### config.mk
export PLATFORM = sky130hd
export DESIGN_NAME = uart_tx_arbiter_flat
export DESIGN_NICKNAME = d
export VERILOG_FILES = /design/src/rtl/uart_tx_arbiter_pkg.sv /design/src/rtl/uart_tx_arbiter_if.sv /design/src/rtl/uart_tx_arbiter_rr_pick.sv /design/src/rtl/uart_tx_arbiter.sv /design/src/flat_wrapper.sv
export SDC_FILE = /design/constraint.sdc
export NUM_CORES = 1
export LEC_CHECK = 0
export CORE_UTILIZATION = 40
export DETAILED_ROUTE_END_ITERATION = 8
export GPL_TIMING_DRIVEN = 0
export HOLD_SLACK_MARGIN = 0.06
export PLACE_DENSITY = 0.72
export SLEW_MARGIN = 40
export SYNTH_ARGS = -nofsm -noshare
export SYNTH_HDL_FRONTEND = slang
export SYNTH_SLANG_ARGS = --single-unit
export TNS_END_PERCENT = 50
### constraint.sdc
create_clock -name clk -period 3.22 [get_ports clk]
set_clock_uncertainty 0.2 [all_clocks]
set_input_delay 0.644 -clock clk [delete_from_list [all_inputs] [get_ports clk]]
set_output_delay 0.644 -clock clk [all_outputs]
set_load 0.05 [all_outputs]
### src/rtl/uart_tx_arbiter_pkg.sv
// -----------------------------------------------------------------------------
// uart_tx_arbiter_pkg
//   Shared definitions for the UART transmit arbiter slice: byte width,
//   arbiter FSM state encoding and a sizing helper for the tx_busy wait counter.
//   No ports (package).
// -----------------------------------------------------------------------------
package uart_tx_arbiter_pkg;

    localparam int BYTE_W = 8;

    // 2-bit arbiter state. IDLE must stay the reset/zero encoding.
    typedef enum logic [1:0] {
        ST_IDLE      = 2'd0,
        ST_START     = 2'd1,
        ST_WAIT_BUSY = 2'd2,
        ST_WAIT_DONE = 2'd3
    } arb_state_t;

    // Width of a counter that must reach (timeout - 1); never narrower than 1 bit.
    function automatic int wait_cnt_w(input int timeout);
        return (timeout < 2) ? 1 : $clog2(timeout);
    endfunction

endpackage

### src/rtl/uart_tx_arbiter_if.sv
// -----------------------------------------------------------------------------
// uart_tx_arbiter_if
//   Bundles the requester byte handshake and the uart_tx pin-level interface
//   seen by the arbiter.
//   Signals:
//     req_valid [N_REQ]      requester i has a byte pending
//     req_data  [N_REQ*8]    requester i byte at [8i+7:8i]
//     req_ready [N_REQ]      one-hot accept strobe from the arbiter
//     tx_start               one-cycle start pulse to uart_tx
//     tx_data   [8]          byte presented to uart_tx
//     tx_busy                uart_tx frame in progress
//   Modports:
//     master  - the arbiter (drives ready and the uart_tx inputs)
//     slave   - requesters plus uart_tx (drive valid/data and busy)
// -----------------------------------------------------------------------------
interface uart_tx_arbiter_if #(
    parameter int N_REQ = 4
);
    import uart_tx_arbiter_pkg::*;

    logic [N_REQ-1:0]        req_valid;
    logic [N_REQ*BYTE_W-1:0] req_data;
    logic [N_REQ-1:0]        req_ready;
    logic                    tx_start;
    logic [BYTE_W-1:0]       tx_data;
    logic                    tx_busy;

    modport master (
        input  req_valid,
        input  req_data,
        input  tx_busy,
        output req_ready,
        output tx_start,
        output tx_data
    );

    modport slave (
        output req_valid,
        output req_data,
        output tx_busy,
        input  req_ready,
        input  tx_start,
        input  tx_data
    );

endinterface

### src/rtl/uart_tx_arbiter_rr_pick.sv
// -----------------------------------------------------------------------------
// uart_tx_arbiter_rr_pick
//   Combinational round-robin picker. Searches the valid vector starting one
//   position after ptr (wrapping) and returns the first valid requester.
//   Ports:
//     valid     in  [N_REQ]  request vector
//     ptr       in  [ID_W]   index of the most recently served requester
//     grant_oh  out [N_REQ]  one-hot winner (all zero when nothing is valid)
//     grant_idx out [ID_W]   binary winner index (0 when nothing is valid)
//     any_valid out          at least one request is present
// -----------------------------------------------------------------------------
module uart_tx_arbiter_rr_pick #(
    parameter int N_REQ = 4,
    parameter int ID_W  = 2
) (
    input  logic [N_REQ-1:0] valid,
    input  logic [ID_W-1:0]  ptr,
    output logic [N_REQ-1:0] grant_oh,
    output logic [ID_W-1:0]  grant_idx,
    output logic             any_valid
);

    logic [ID_W-1:0] cand_idx;

    // Offsets 1..N_REQ from ptr visit every requester once, the last served
    // one last, which is what makes a re-asserting winner wait its turn.
    always_comb begin
        grant_oh  = '0;
        grant_idx = '0;
        any_valid = 1'b0;
        cand_idx  = '0;
        for (int k = 1; k <= N_REQ; k++) begin
            cand_idx = ID_W'((int'(ptr) + k) % N_REQ);
            if (!any_valid && valid[cand_idx]) begin
                any_valid          = 1'b1;
                grant_oh[cand_idx] = 1'b1;
                grant_idx          = cand_idx;
            end
        end
    end

endmodule

### src/rtl/uart_tx_arbiter.sv
// -----------------------------------------------------------------------------
// uart_tx_arbiter
//   Shares one uart_tx among N_REQ byte requesters with round-robin
//   arbitration. One byte is accepted per valid/ready handshake, presented on
//   tx_data with a one-cycle tx_start, and the transmitter is then tracked via
//   tx_busy until the frame completes.
//   Ports:
//     clk          in            system clock, rising edge
//     rst          in            asynchronous reset, active low
//     bus          master        requester handshake + uart_tx pins
//     grant_id     out [ID_W]    index of the last accepted requester
//     arb_busy     out           high whenever the FSM is not idle
//     timeout_err  out           one-cycle pulse: tx_busy never rose after start
//     tx_count     out [COUNT_W] completed frames, wraps silently
// -----------------------------------------------------------------------------
module uart_tx_arbiter
    import uart_tx_arbiter_pkg::*;
#(
    parameter int N_REQ        = 4,
    parameter int ID_W         = 2,
    parameter int BUSY_TIMEOUT = 64,
    parameter int COUNT_W      = 16
) (
    input  logic               clk,
    input  logic               rst,
    uart_tx_arbiter_if.master  bus,
    output logic [ID_W-1:0]    grant_id,
    output logic               arb_busy,
    output logic               timeout_err,
    output logic [COUNT_W-1:0] tx_count
);

    localparam int                WAIT_W    = wait_cnt_w(BUSY_TIMEOUT);
    localparam logic [WAIT_W-1:0] WAIT_LAST = WAIT_W'(BUSY_TIMEOUT - 1);

    arb_state_t        state;
    arb_state_t        state_nxt;

    logic [N_REQ-1:0]  pick_oh;
    logic [ID_W-1:0]   pick_idx;
    logic              pick_any;
    logic [ID_W-1:0]   rr_ptr;

    logic [BYTE_W-1:0] sel_byte;
    logic [BYTE_W-1:0] data_r;
    logic [WAIT_W-1:0] wait_cnt;

    logic [N_REQ-1:0]  req_ready_c;
    logic              tx_start_c;
    logic              handshake;
    logic              timeout_hit;
    logic              frame_done;

    uart_tx_arbiter_rr_pick #(
        .N_REQ (N_REQ),
        .ID_W  (ID_W)
    ) u_rr_pick (
        .valid     (bus.req_valid),
        .ptr       (rr_ptr),
        .grant_oh  (pick_oh),
        .grant_idx (pick_idx),
        .any_valid (pick_any)
    );

    // Byte of the current winner; constant slice indices keep this a plain mux.
    always_comb begin
        sel_byte = '0;
        for (int i = 0; i < N_REQ; i++) begin
            if (pick_oh[i]) begin
                sel_byte = bus.req_data[i*BYTE_W +: BYTE_W];
            end
        end
    end

    assign handshake   = |(bus.req_valid & req_ready_c);
    assign timeout_hit = (state == ST_WAIT_BUSY) && !bus.tx_busy && (wait_cnt == WAIT_LAST);
    assign frame_done  = (state == ST_WAIT_DONE) && !bus.tx_busy;

    // State register
    always_ff @(posedge clk or negedge rst) begin
        if (!rst) begin
            state <= ST_IDLE;
        end else begin
            state <= state_nxt;
        end
    end

    // Next-state logic
    always_comb begin
        state_nxt = state;
        case (state)
            ST_IDLE: begin
                if (handshake) begin
                    state_nxt = ST_START;
                end
            end
            ST_START: begin
                state_nxt = ST_WAIT_BUSY;
            end
            ST_WAIT_BUSY: begin
                if (bus.tx_busy) begin
                    state_nxt = ST_WAIT_DONE;
                end else if (timeout_hit) begin
                    state_nxt = ST_IDLE;
                end
            end
            ST_WAIT_DONE: begin
                if (!bus.tx_busy) begin
                    state_nxt = ST_IDLE;
                end
            end
            default: begin
                state_nxt = ST_IDLE;
            end
        endcase
    end

    // Output logic. req_ready is gated by rst directly because the state
    // register already reads IDLE while reset is held, which would otherwise
    // let a grant through during reset.
    always_comb begin
        req_ready_c = '0;
        tx_start_c  = 1'b0;
        arb_busy    = 1'b1;
        case (state)
            ST_IDLE: begin
                arb_busy = 1'b0;
                if (rst && !bus.tx_busy) begin
                    req_ready_c = pick_oh;
                end
            end
            ST_START: begin
                tx_start_c = 1'b1;
            end
            default: begin
                tx_start_c = 1'b0;
            end
        endcase
    end

    assign bus.req_ready = req_ready_c;
    assign bus.tx_start  = tx_start_c;
    assign bus.tx_data   = data_r;

    // Datapath: accepted byte, grant bookkeeping, wait and frame counters.
    // tx_data only loads on a handshake, so it stays stable for the whole frame.
    always_ff @(posedge clk or negedge rst) begin
        if (!rst) begin
            data_r      <= '0;
            grant_id    <= '0;
            rr_ptr      <= ID_W'(N_REQ - 1);
            wait_cnt    <= '0;
            tx_count    <= '0;
            timeout_err <= 1'b0;
        end else begin
            timeout_err <= timeout_hit;

            if (handshake) begin
                data_r   <= sel_byte;
                grant_id <= pick_idx;
                rr_ptr   <= pick_idx;
            end

            // Cleared in START so WAIT_BUSY begins counting from zero.
            if (state == ST_START) begin
                wait_cnt <= '0;
            end else if (state == ST_WAIT_BUSY) begin
                wait_cnt <= wait_cnt + 1'b1;
            end

            if (frame_done) begin
                tx_count <= tx_count + 1'b1;
            end
        end
    end

endmodule

### src/flat_wrapper.sv
// flat-port wrapper written by rule: the top's interface ports become plain ports
module uart_tx_arbiter_flat import uart_tx_arbiter_pkg::*;
#(
    parameter int N_REQ        = 4,
    parameter int ID_W         = 2,
    parameter int BUSY_TIMEOUT = 64,
    parameter int COUNT_W      = 16
)
  (clk, rst, grant_id, arb_busy, timeout_err, tx_count, bus_req_valid, bus_req_data, bus_tx_busy, bus_req_ready, bus_tx_start, bus_tx_data);
  uart_tx_arbiter_if #(.N_REQ(N_REQ)) bus_i ();
  input  logic clk;
  input  logic rst;
  output logic [ID_W-1:0] grant_id;
  output logic arb_busy;
  output logic timeout_err;
  output logic [COUNT_W-1:0] tx_count;
  input wire logic [$bits(bus_i.req_valid)-1:0] bus_req_valid;
  input wire logic [$bits(bus_i.req_data)-1:0] bus_req_data;
  input wire logic [$bits(bus_i.tx_busy)-1:0] bus_tx_busy;
  output wire logic [$bits(bus_i.req_ready)-1:0] bus_req_ready;
  output wire logic [$bits(bus_i.tx_start)-1:0] bus_tx_start;
  output wire logic [$bits(bus_i.tx_data)-1:0] bus_tx_data;
  assign bus_i.req_valid = bus_req_valid;
  assign bus_i.req_data = bus_req_data;
  assign bus_i.tx_busy = bus_tx_busy;
  assign bus_req_ready = bus_i.req_ready;
  assign bus_tx_start = bus_i.tx_start;
  assign bus_tx_data = bus_i.tx_data;
  uart_tx_arbiter #(.N_REQ(N_REQ), .ID_W(ID_W), .BUSY_TIMEOUT(BUSY_TIMEOUT), .COUNT_W(COUNT_W)) u_core (.clk(clk), .rst(rst), .bus(bus_i), .grant_id(grant_id), .arb_busy(arb_busy), .timeout_err(timeout_err), .tx_count(tx_count));
endmodule
* Yosys cells after proc, flatten, opt, wreduce, memory -nomap -nowiden
Index checks and enable logic that the tools add are counted.
** Storage, ports and cells
- Output and inout port bits :: 33
- Register bits :: 37
- Word-level logic and storage cells :: 93
- Bits of input ports :: 39
** Operators by class
- Bitwise gates (word level) :: 4
- Eq/ne operators :: 7
- Order comparisons :: 8
- Reductions and logical operators :: 19
- Multiplexer cells :: 42
- $add $sub $neg :: 6
** Operators by type and width (count)
- $mux W8 :: 4
- $mux W4 :: 6
- $add A16 B1 Y16 const B :: 1
- $mux W2 :: 8
- $mux W1 :: 13
- $lt A2 B3 Y1 const B :: 4
- $mux W6 :: 2
- $or A4 B4 Y4 :: 3
- $logic_and A1 B1 Y1 :: 11
- $bmux W1 S2 :: 4
- $demux W1 S2 :: 4
- $ge A2 B1 Y1 const B :: 4
- $pmux W2 S4 :: 1
- $add A6 B1 Y6 const B :: 1
- $eq A6 B6 Y1 const B :: 1
- $add A2 B1 Y2 const B :: 2
- $add A2 B2 Y2 const B :: 2
- $and A4 B4 Y4 :: 1
- $eq A2 B2 Y1 const B :: 2
- $logic_not A1 Y1 :: 4
- $reduce_or A4 Y1 :: 1
- $ne A3 B2 Y1 const B :: 1
- $reduce_and A3 Y1 :: 1
- $eq A2 B1 Y1 const B :: 1
- other kinds (4) :: 4

* Longest topological paths before layout
Gate-level depths: netlist of the first run.
- Word-level depth :: 19
- Gate-level depth with buffers :: 11
- Mapped depth without buffers :: 9

* Cells and area by module
Synthesis of the first run repeated with hierarchy kept, for this count alone.
** Second synthesis, totals
- Cells, all modules :: 276
- Area, all modules :: 2596.2 um2
** By module, submodules not included
- uart_tx_arbiter :: times used 1, cells an instance 190, area each 1966.9 um2, sequential area each 928.4 um2
- uart_tx_arbiter_rr_pick :: times used 1, cells an instance 86, area each 629.4 um2, sequential area each 0.0 um2

* Least setup slack after synthesis of the first run
No wires, ideal clock.
- Path type :: register to output
- From :: register u_core.rr_ptr[1]
- To :: output bus_req_ready[0]
- Buffers on the path :: 2
- Slack :: -586 ps
- Data arrival time :: 2962 ps
- Cell stages (with the launch flop) :: 10
- Required time :: 2376 ps
- Cell sequence :: dfstp_2 -> clkbuf_1 -> inv_1 -> ha_1 -> mux4_2 -> nor2b_1 -> a21oi_1 -> or2_1 -> buf_2 -> nor2b_1
** On the way
- Cells in the longest elaborated chain, start to end :: 15
- Elaborated cells between the ends (all ways) :: 50
- Classes of those cells :: 4 x add/sub; 8 x order compare; 25 x mux; 3 x bitwise; 10 x reduce/logical
** RTL lines
- start, declared :: line uart_tx_arbiter.sv:42 : logic [ID_W-1:0] rr_ptr;
- start signal, assigned :: line uart_tx_arbiter.sv:151 : rr_ptr <= ID_W'(N_REQ - 1);
- start signal, assigned :: line uart_tx_arbiter.sv:161 : rr_ptr <= pick_idx;
- branches (longest 12 deep; another with $lt A2 B3 Y1)
- $mux W4 (*) :: line uart_tx_arbiter_rr_pick.sv:34 : if (!any_valid && valid[cand_idx]) begin
- $mux W4 (*) :: line uart_tx_arbiter.sv:128 : if (rst && !bus.tx_busy) begin
- $mux W4 (*) :: line uart_tx_arbiter.sv:125 : case (state)
- end, declared :: line flat_wrapper.sv:20 : output wire logic [$bits(bus_i.req_ready)-1:0] bus_req_ready;
Mark *: on every way between the ends. The select of a mux whose other input is x is not followed.

* Final worst setup path of the first run
- From :: register u_core.rr_ptr[0]
- To :: output bus_req_ready[1]
Same word-level chain as after synthesis.

==> impl_metrics.py, run 1 <==
metrics = {
    "worst_setup_path": {
        "cp_slowest_cell": "dfstp_2",
        "startpoint_type": "flop",
        "critPathKind": "flop to primary output",
        "path_cells": "buf_8, clkinvlp_4, ha_4, mux4_2, buf_6, nand3b_1, a21oi_2, a21oi_4, buf_6, nor2_4, buf_6",
        "required_ps": 2380,
        "worst-path-max-fanout": 4,
        "crit_top_cell": "buf_6",
        "worstSetupEndpointType": "primary output",
        "arrival_ps": 2740,
        "slowest_delay_ps": 560,
    },
    "layout": {
        "num-fill-cells": 447,
        "drive_gt1_frac": 0.260,
        "final_cells": 467,
        "syn_to_final_growth_pct": 58.3,
        "diodes": 0,
        "num-nets-final": 445,
    },
    "place": {
        "pre_cts_ws_ps": -1270,
        "numPortBuffers": 70,
        "place.gp.congestion": 0.854,
        "dp_cells": 420,
        "hpwlAfterDp_mm": 4.65,
    },
    "global_route": {
        "overflow": 0,
        "grt_max_degree": 39,
        "grt_usage": 0.228,
        "grt_pass1_wl_mm": 11.4,
        "grt_pass1_vias": 2486,
        "antenna_found_initial": 0,
    },
    "routing": {
        "via_per_inst": 5.58,
        "detail_route.first_pass.iterations": 4,
        "wl_per_cell_um": 17.5,
        "vias": 2605,
        "first_iter_violations": 190,
        "routed_wl_mm": 8.16,
        "drtAntennaViolNets": 0,
        "route.detailed.drc": 0,
    },
    "clocking": {
        "clk_pin_slew_worst_paths_ps": 80,
        "cts_root_buf": "clkbuf_8",
        "clock_latency_ps": 290,
        "cts_sinks": 37,
        "holdBufCountCts": 0,
        "htreeDepth": 2,
        "clock_path_buffers": 2,
        "cts_buffers": 5,
        "cts_tree": "done",
    },
    "floorplanning": {
        "boundaryPins": 72,
        "die_w_um": 81.4,
        "core_um2": 5990,
        "start_util": 0.421,
        "rows": 28,
        "die_y_um": 81.4,
        "die_area_um2": 6630,
    },
    "synth": {
        "synth.area.top_cells": "dfrtp_1 35%, ha_1 7.4%, xnor2_1 4.2%",
        "ys.flop_type": "dfrtp_1",
        "yosys.area.top_type": "dfrtp_1",
        "netlist_area_um2": 2520,
        "async_flop_share": 1.00,
        "syn_avg_cell_area_um2": 9.17,
        "yosys.cell_types.count": 45,
        "ys_seq_area_frac": 0.368,
        "yosysMostFrequentCell": "dfrtp_1",
        "ys_ff_latch": 37,
        "synthTopCellsByCount": "35 x dfrtp_1, 26 x nor2_1, 20 x nand2_1",
        "synthesis.nets": 329,
        "synth_top_area_frac": 0.347,
        "synth_edf_count": 0,
        "synthCells": 275,
        "yosysWarnings": 0,
    },
    "sta": {
        "hold_viol": 0,
        "period_needed_ps": 3590,
        "finalHoldWorstSlack_ps": 118,
        "finalCritPeriodShare": 1.11,
        "grt_setup_unrepaired": "true",
        "fin_ws_ps": -368,
        "max_freq_mhz": 279,
        "slew_headroom": 0.562,
        "worst_slew_pin_slew_ps": 658,
        "setup_violations": 5,
        "finalMaxSlewViolations": 0,
    },
    "run": {
        "drv_cap": 0,
    },
    "pwr": {
        "p_leak_nw": 1.72,
        "p_per_area_nw_per_um2": 1120,
        "ir_drop_mv": 0.579,
    },
    "outcome": {
        "outcome": "finished with violations",
        "violations": "negative setup slack",
    },
    "min_path": {
        "hp-class": "primary input to async pin",
    },
}
sequential cells by signal, summed over array words and instances, names as in the netlist:
| register | count |
|---|---|
| u_core.wait_cnt | 6 |
| u_core.timeout_err | 1 |
| u_core.state | 2 |
| u_core.tx_count | 16 |
| u_core.rr_ptr | 2 |
| u_core.grant_id | 2 |
| u_core.bus.tx_data | 8 |
through the flow:
step / cell area (µm²) / TNS (ps) / total power, mW / util
after floorplan: 2560 / -2.19 / 2.51 / -
after global placement: 3360 / -23950 / 3.08 / 0.560
after detailed placement: 3350 / -8770 / 3.13 / 0.560
after CTS: 3810 / -811 / 3.99 / 0.636
after global routing: 3990 / -1890 / 4.73 / 0.666
final: 3990 / -1200 / 4.48 / 0.666
worst paths after layout:
kind,from,endpoint,slack [ps],cells past startpoint
worst max register to register,u_core.rr_ptr[0]$_DFFE_PN1P_,u_core.state[1]$_DFFE_PN0P_,-20,12
worst min register to register,u_core.tx_count[15]$_DFFE_PN0P_,u_core.tx_count[15]$_DFFE_PN0P_,270,1
worst max-delay path,u_core.rr_ptr[0]$_DFFE_PN1P_,bus_req_ready[1],-370,11
worst min-delay path,rst,u_core.tx_count[13]$_DFFE_PN0P_,120,1
min in group clk,u_core.tx_count[15]$_DFFE_PN0P_,u_core.tx_count[15]$_DFFE_PN0P_,270,1
max in group asynchronous,rst,u_core.rr_ptr[1]$_DFFE_PN1P_,2340,1
layout make-up:
type	count	area [µm²]	area share
Multi-Input combinational cell	207	1640	0.411
Tap cell	75	93.8	0.0235
Clock buffer	6	82.6	0.0207
Sequential cell	37	928	0.233
Buffer	12	123	0.0307
Timing Repair Buffer	109	1010	0.253
Inverter	19	77.6	0.0194
Clock inverter	2	37.5	0.00940
layout by cell type, fill, tap and decap left out, types with 2 or more instances in the layout:
cell | netlist | routed
o21ai_0 | 15 | 14
nand2_1 | 20 | 20
o221ai_2 | 0 | 7
nor3b_1 | 2 | 2
ha_1 | 15 | 14
nand3_1 | 7 | 7
nand2b_4 | 0 | 2
buf_4 | 3 | 37
dfstp_2 | 2 | 2
and3_1 | 11 | 11
nand3b_1 | 6 | 6
nor2b_1 | 9 | 8
or2_1 | 2 | 2
a22oi_2 | 2 | 2
clkinvlp_4 | 0 | 2
dlygate4sd2_1 | 0 | 2
clkdlybuf4s50_1 | 0 | 62
mux4_2 | 3 | 5
o22a_1 | 2 | 2
nand4_1 | 5 | 5
nor2_4 | 0 | 2
xnor2_1 | 12 | 12
clkbuf_1 | 7 | 3
o22ai_1 | 5 | 5
nor2_1 | 26 | 23
buf_6 | 1 | 8
xor2_1 | 3 | 3
a31oi_1 | 9 | 8
nor3_1 | 3 | 3
dfrtp_1 | 35 | 35
a21oi_2 | 4 | 5
mux2_2 | 3 | 3
clkbuf_8 | 0 | 10
a21oi_4 | 0 | 2
inv_1 | 19 | 17
a22o_1 | 2 | 2
buf_8 | 0 | 3
o21ai_1 | 2 | 2
a21oi_1 | 10 | 7
mux2i_1 | 5 | 5
cells by family (layout without fill, tap and decap cells):
kind of cell / count (synthesis) / in the layout / share of synthesized area
compound gates: 66 / 66 / 0.188
xor+xnor: 15 / 15 / 0.0521
fa+ha+maj: 15 / 15 / 0.0744
buf+inv: 33 / 148 / 0.0580
flops: 37 / 37 / 0.368
mux: 11 / 13 / 0.0600
simple gates: 98 / 98 / 0.200
timing repair:
item	CTS	global route
buffers inserted	28	12
endpoints found under the setup margin	12	18
gates cloned	1	1
pin swaps	10	16
gates resized for setup	62	21
per-layer routing:
metal	up-vias	share of wire	global-route usage	routed length [µm]
met4	0	0.031	0.0964	255
met3	25	0.079	0.0478	642
met1	1242	0.42	0.281	3390
met5	-	0	0	0
li1	1221	-	-	-
met2	117	0.47	0.383	3880
power breakdown:
part           switching [mW]  internal, mW  total [mW]
clock network           0.173         0.252       0.425
logic                    1.84          1.47        3.31
registers               0.122         0.626       0.747
critical path: cells and delay by family (launching register included):
family          cells  cell delay [ps]
buf+inv             5              670
simple gates        2              140
flops               1              560
mux                 1              550
fa+ha+maj           1              310
compound gates      2              240
(Power assumes the default switching activity.)
==> run 2, diff against run 1 <==
- clock period: 3.22 -> 2.9 ns (I/O delays scaled with it)
==> impl_metrics.py, run 2 (synthesis gave the netlist of run 1 again) <==
metrics = {
    "layout": {
        "largest_reg_flops": 16,
        "final_cell_mix": "61 x clkdlybuf4s50_1, 35 x dfrtp_1, 31 x buf_4",
        "seqCellArea_um2": 928,
        "final_common_cell": "clkdlybuf4s50_1",
        "syn_to_final_growth_pct": 56.3,
        "drive_gt1_frac": 0.249,
        "multi_input_area_um2": 1570,
        "num-fill-cells": 459,
        "final_cells": 465,
        "num-nets-final": 443,
        "diodes": 0,
        "fin_area_um2": 3940,
        "regMostFlops": "u_core.tx_count",
    },
    "sta": {
        "finalHoldWorstSlack_ps": -74.1,
        "slew_headroom": 0.596,
        "period_needed_ps": 3440,
        "grt_setup_unrepaired": "true",
        "setup_violations": 18,
        "worst_slew_pin_slew_ps": 604,
        "fin_ws_ps": -535,
        "max_freq_mhz": 291,
        "hold_viol": 10,
        "finalCritPeriodShare": 1.18,
        "finalMaxSlewViolations": 0,
    },
    "global_route": {
        "antenna_found_initial": 0,
        "grt_pass1_wl_mm": 10.8,
        "grt_usage": 0.215,
        "grt_max_degree": 26,
        "overflow": 0,
        "grt_pass1_vias": 2306,
    },
    "worst_setup_path": {
        "startpoint_type": "flop",
        "reg2reg_from": "u_core.rr_ptr[0]$_DFFE_PN1P_",
        "worstSetupEndpointType": "primary output",
        "critPathKind": "flop to primary output",
        "required_ps": 2120,
        "arrival_ps": 2660,
        "reg2reg_slack_ps": -320,
        "worst-path-max-fanout": 4,
        "reg2reg_depth": 13,
        "r2r_end": "u_core.state[1]$_DFFE_PN0P_",
    },
    "floorplanning": {
        "die_y_um": 81.4,
        "start_util": 0.421,
        "core_um2": 5990,
        "die_w_um": 81.4,
        "boundaryPins": 72,
        "rows": 28,
        "die_area_um2": 6630,
    },
    "clocking": {
        "htreeDepth": 2,
        "clock_latency_ps": 300,
        "cts_sinks": 37,
        "cts_tree": "done",
        "cts_buffers": 5,
        "cts_root_buf": "clkbuf_8",
        "clk_pin_slew_worst_paths_ps": 80,
        "holdBufCountCts": 1,
        "clock_path_buffers": 2,
    },
    "place": {
        "hpwlAfterDp_mm": 4.63,
        "place.gp.congestion": 0.842,
        "placed_cell_area_um2": 3370,
        "dp_cells": 420,
        "numPortBuffers": 70,
    },
    "routing": {
        "via_per_inst": 5.39,
        "detail_route.first_pass.iterations": 4,
        "routed_wl_mm": 7.41,
        "vias": 2506,
        "drtAntennaViolNets": 0,
        "route.detailed.drc": 0,
        "wl_per_cell_um": 15.9,
        "first_iter_violations": 107,
    },
    "outcome": {
        "outcome": "finished with violations",
        "violations": "negative hold slack, negative setup slack",
    },
    "pwr": {
        "ir_drop_mv": 0.570,
        "p_leak_nw": 1.74,
        "p_per_area_nw_per_um2": 1180,
    },
    "min_path": {
        "hp-class": "primary input to async pin",
    },
    "run": {
        "drv_cap": 0,
    },
}
run 2: through the flow:
step	worst slack (ps)	power (mW)	utilization	setup TNS [ps]	hold slack (ps)
3_5_place_dp	-1470	3.52	0.562	-13690	269
4_1_cts	-503	4.27	0.621	-4310	-70.1
5_1_grt	-586	4.96	0.658	-7940	-65.0
3_3_place_gp	-2130	3.48	0.563	-29070	260
6_report	-535	4.66	0.658	-5770	-74.1
2_1_floorplan	-252	2.82	-	-899	84.4
run 2: timing repair:
| action | CTS | global route |
|---|---|---|
| endpoints found under the hold margin | 25 | 10 |
| endpoints found under the setup margin | 18 | 19 |
| cloned | 1 | 1 |
| pin swaps | 6 | 11 |
| buffers inserted | 20 | 16 |
| resized for setup | 51 | 33 |
run 2: critical path: stages (launching register included):
cell	delay, ps
dfstp_2	570
buf_8	110
clkinvlp_4	100
ha_4	290
mux4_2	540
nand3b_1	130
a21oi_2	80
or2_4	240
nor2b_4	130
buf_8	170
run 2: report_power, final:
part / leakage, nW / switching [mW] / internal, mW / total [mW]
Sequential: 0.466 / 0.144 / 0.695 / 0.839
Combinational: 1.22 / 1.88 / 1.55 / 3.44
Clock: 0.0512 / 0.195 / 0.193 / 0.388
run 2: worst max-delay path by stage:
| stage | endpoint | startpoint |
|---|---|---|
| finish | bus_req_ready[0] | u_core.rr_ptr[0]$_DFFE_PN1P_ |
| floorplan | bus_req_ready[0] | u_core.rr_ptr[0]$_DFFE_PN1P_ |
| global route | bus_req_ready[1] | u_core.rr_ptr[0]$_DFFE_PN1P_ |
| detailed placement | bus_req_ready[2] | bus_req_valid[1] |
| CTS | bus_req_ready[0] | u_core.rr_ptr[0]$_DFFE_PN1P_ |
| global placement | bus_req_ready[3] | rst |
run 2: routing by layer:
layer  track usage  routed length (µm)
met5             0                   0
met3        0.0444                 441
met4        0.0714                 156
met1         0.262                3120
met2         0.375                3690
run 2: layout make-up:
type                            instances  share of cell area
Buffer                                 13              0.0346
Clock buffer                            6              0.0210
Clock inverter                          2             0.00349
Inverter                               19              0.0197
Multi-Input combinational cell        205               0.397
Sequential cell                        37               0.236
Tap cell                               75              0.0238
Timing Repair Buffer                  108               0.264
==> run 3, diff against run 2 <==
- PLACE_DENSITY: 0.72 -> 0.71
- SLEW_MARGIN: 40 -> 15
- SYNTH_HIERARCHICAL: unset -> 1
==> impl_metrics.py, run 3 <==
metrics = {
    "pwr": {
        "p_per_area_nw_per_um2": 1140,
        "power_mw": 4.72,
        "p_leak_nw": 1.77,
        "ir_drop_mv": 0.800,
    },
    "layout": {
        "diodes": 0,
        "syn_to_final_growth_pct": 60.3,
        "regMostFlops": "u_core/tx_count",
        "largest_reg_flops": 16,
        "drive_gt1_frac": 0.284,
        "num-nets-final": 447,
        "final_common_cell": "clkdlybuf4s50_1",
        "final_cell_mix": "63 x clkdlybuf4s50_1, 35 x dfrtp_1, 32 x buf_4",
    },
    "synth": {
        "syn_avg_cell_area_um2": 9.43,
        "netlist_area_um2": 2590,
        "yosysWarnings": 6,
        "synthesis.nets": 329,
        "synthCells": 275,
    },
    "clocking": {
        "clk_pin_slew_worst_paths_ps": 80,
        "cts_sinks": 37,
        "cts_root_buf": "clkbuf_8",
        "cts_buffers": 5,
        "clock_path_buffers": 2,
        "cts_tree": "done",
        "clock_latency_ps": 290,
        "htreeDepth": 2,
    },
    "outcome": {
        "violations": "negative setup slack",
        "outcome": "finished with violations",
    },
    "routing": {
        "wl_per_cell_um": 17.4,
        "first_iter_violations": 164,
        "detail_route.first_pass.iterations": 5,
        "route.detailed.drc": 0,
        "routed_wl_mm": 8.16,
        "drtAntennaViolNets": 0,
        "via_per_inst": 5.73,
        "vias": 2686,
    },
    "sta": {
        "setup_violations": 18,
        "slew_headroom": 0.509,
        "finalMaxSlewViolations": 0,
        "max_freq_mhz": 269,
        "finalCritPeriodShare": 1.28,
        "grt_setup_unrepaired": "true",
        "period_needed_ps": 3720,
        "worst_slew_pin_slew_ps": 716,
        "hold_viol": 0,
        "fin_ws_ps": -821,
    },
    "worst_setup_path": {
        "required_ps": 2120,
        "cp_slowest_cell": "mux4_2",
        "startpoint_type": "primary input",
        "worstSetupEndpointType": "primary output",
        "slowest_delay_ps": 590,
        "critPathKind": "primary input to primary output",
        "arrival_ps": 2940,
        "reg2reg_depth": 13,
        "worst-path-max-fanout": 6,
        "path_cells": "clkdlybuf4s50_1, mux4_2, buf_6, nand4_1, o31ai_2, a2111o_1, clkbuf_16, and2_4, buf_8",
    },
    "place": {
        "numPortBuffers": 71,
        "pre_cts_ws_ps": -1840,
        "place.gp.congestion": 0.893,
        "hpwlAfterDp_mm": 5.30,
    },
    "floorplanning": {
        "boundaryPins": 72,
        "start_util": 0.425,
        "die_area_um2": 6810,
        "die_w_um": 82.5,
        "core_um2": 6100,
        "die_y_um": 82.5,
        "rows": 28,
    },
    "global_route": {
        "antenna_found_initial": 0,
        "grt_usage": 0.242,
        "overflow": 0,
        "grt_pass1_vias": 2493,
        "grt_max_degree": 31,
        "grt_pass1_wl_mm": 12.1,
    },
    "run": {
        "drv_cap": 0,
    },
    "min_path": {
        "hp-class": "primary input to async pin",
    },
}
## run 3: layout make-up
cell class | count | area [µm²]
well taps | 75 | 93.8
clock buffers | 5 | 68.8
clock inverters | 3 | 21.3
multi-input cells | 199 | 1650
fillers | 488 | 1940
plain buffers | 16 | 193
repair buffers | 112 | 1100
flip-flops and latches | 37 | 928
inverters | 22 | 97.6
## run 3: where the power goes
group          leakage, nW  internal (mW)  switching [mW]
logic                 1.25           1.70            1.81
clock network       0.0445          0.170           0.198
registers            0.470          0.688           0.155
## run 3: routing by layer
| layer | share of wire | wire length, µm | track usage |
|---|---|---|---|
| met5 | 0 | 0 | 0 |
| met3 | 0.074 | 605 | 0.0593 |
| met2 | 0.50 | 4060 | 0.411 |
| met4 | 0.026 | 216 | 0.0638 |
| met1 | 0.40 | 3270 | 0.306 |
## run 3: timing repair
item                       CTS  global route
hold endpoints to repair     5             0
resized for setup           63            29
buffers inserted            23            14
hold buffers                 2             0
setup endpoints to repair   18            18
pin swaps                   10             8
cloned                       1             0
## run 3: worst paths after layout
kind                                                      start                           endpoint  slack [ps]
worst min-delay path                                        rst  u_core/bus.tx_data[1]$_DFFE_PN0P_         160
max in group asynchronous                                   rst  u_core/bus.tx_data[6]$_DFFE_PN0P_        1770
worst min register to register  u_core/tx_count[10]$_DFFE_PN0P_    u_core/tx_count[10]$_DFFE_PN0P_         290
min in group clk                u_core/tx_count[10]$_DFFE_PN0P_    u_core/tx_count[10]$_DFFE_PN0P_         290
worst max-delay path                           bus_req_valid[0]                   bus_req_ready[3]        -820
worst max register to register     u_core/rr_ptr[0]$_DFFE_PN1P_        u_core/state[1]$_DFFE_PN0P_        -640
## run 3: worst max-delay path: cells and delay by family
family / cells / cell delay, ps
buffers and inverters: 4 / 970
and+or+nand+nor: 2 / 240
AOI/OAI and AO/OA: 2 / 550
muxes: 1 / 590
## run 3: metrics by stage
stage	instances	instance area, µm²	util	hold WS [ps]	TNS (ps)
after CTS	456	3930	0.645	159	-9630
after global routing	469	4160	0.682	156	-13190
after global placement	421	3460	0.567	277	-20370
after floorplan	275	2650	-	84.4	-5400
after detailed placement	422	3470	0.570	225	-19150
final	469	4160	0.682	161	-11820
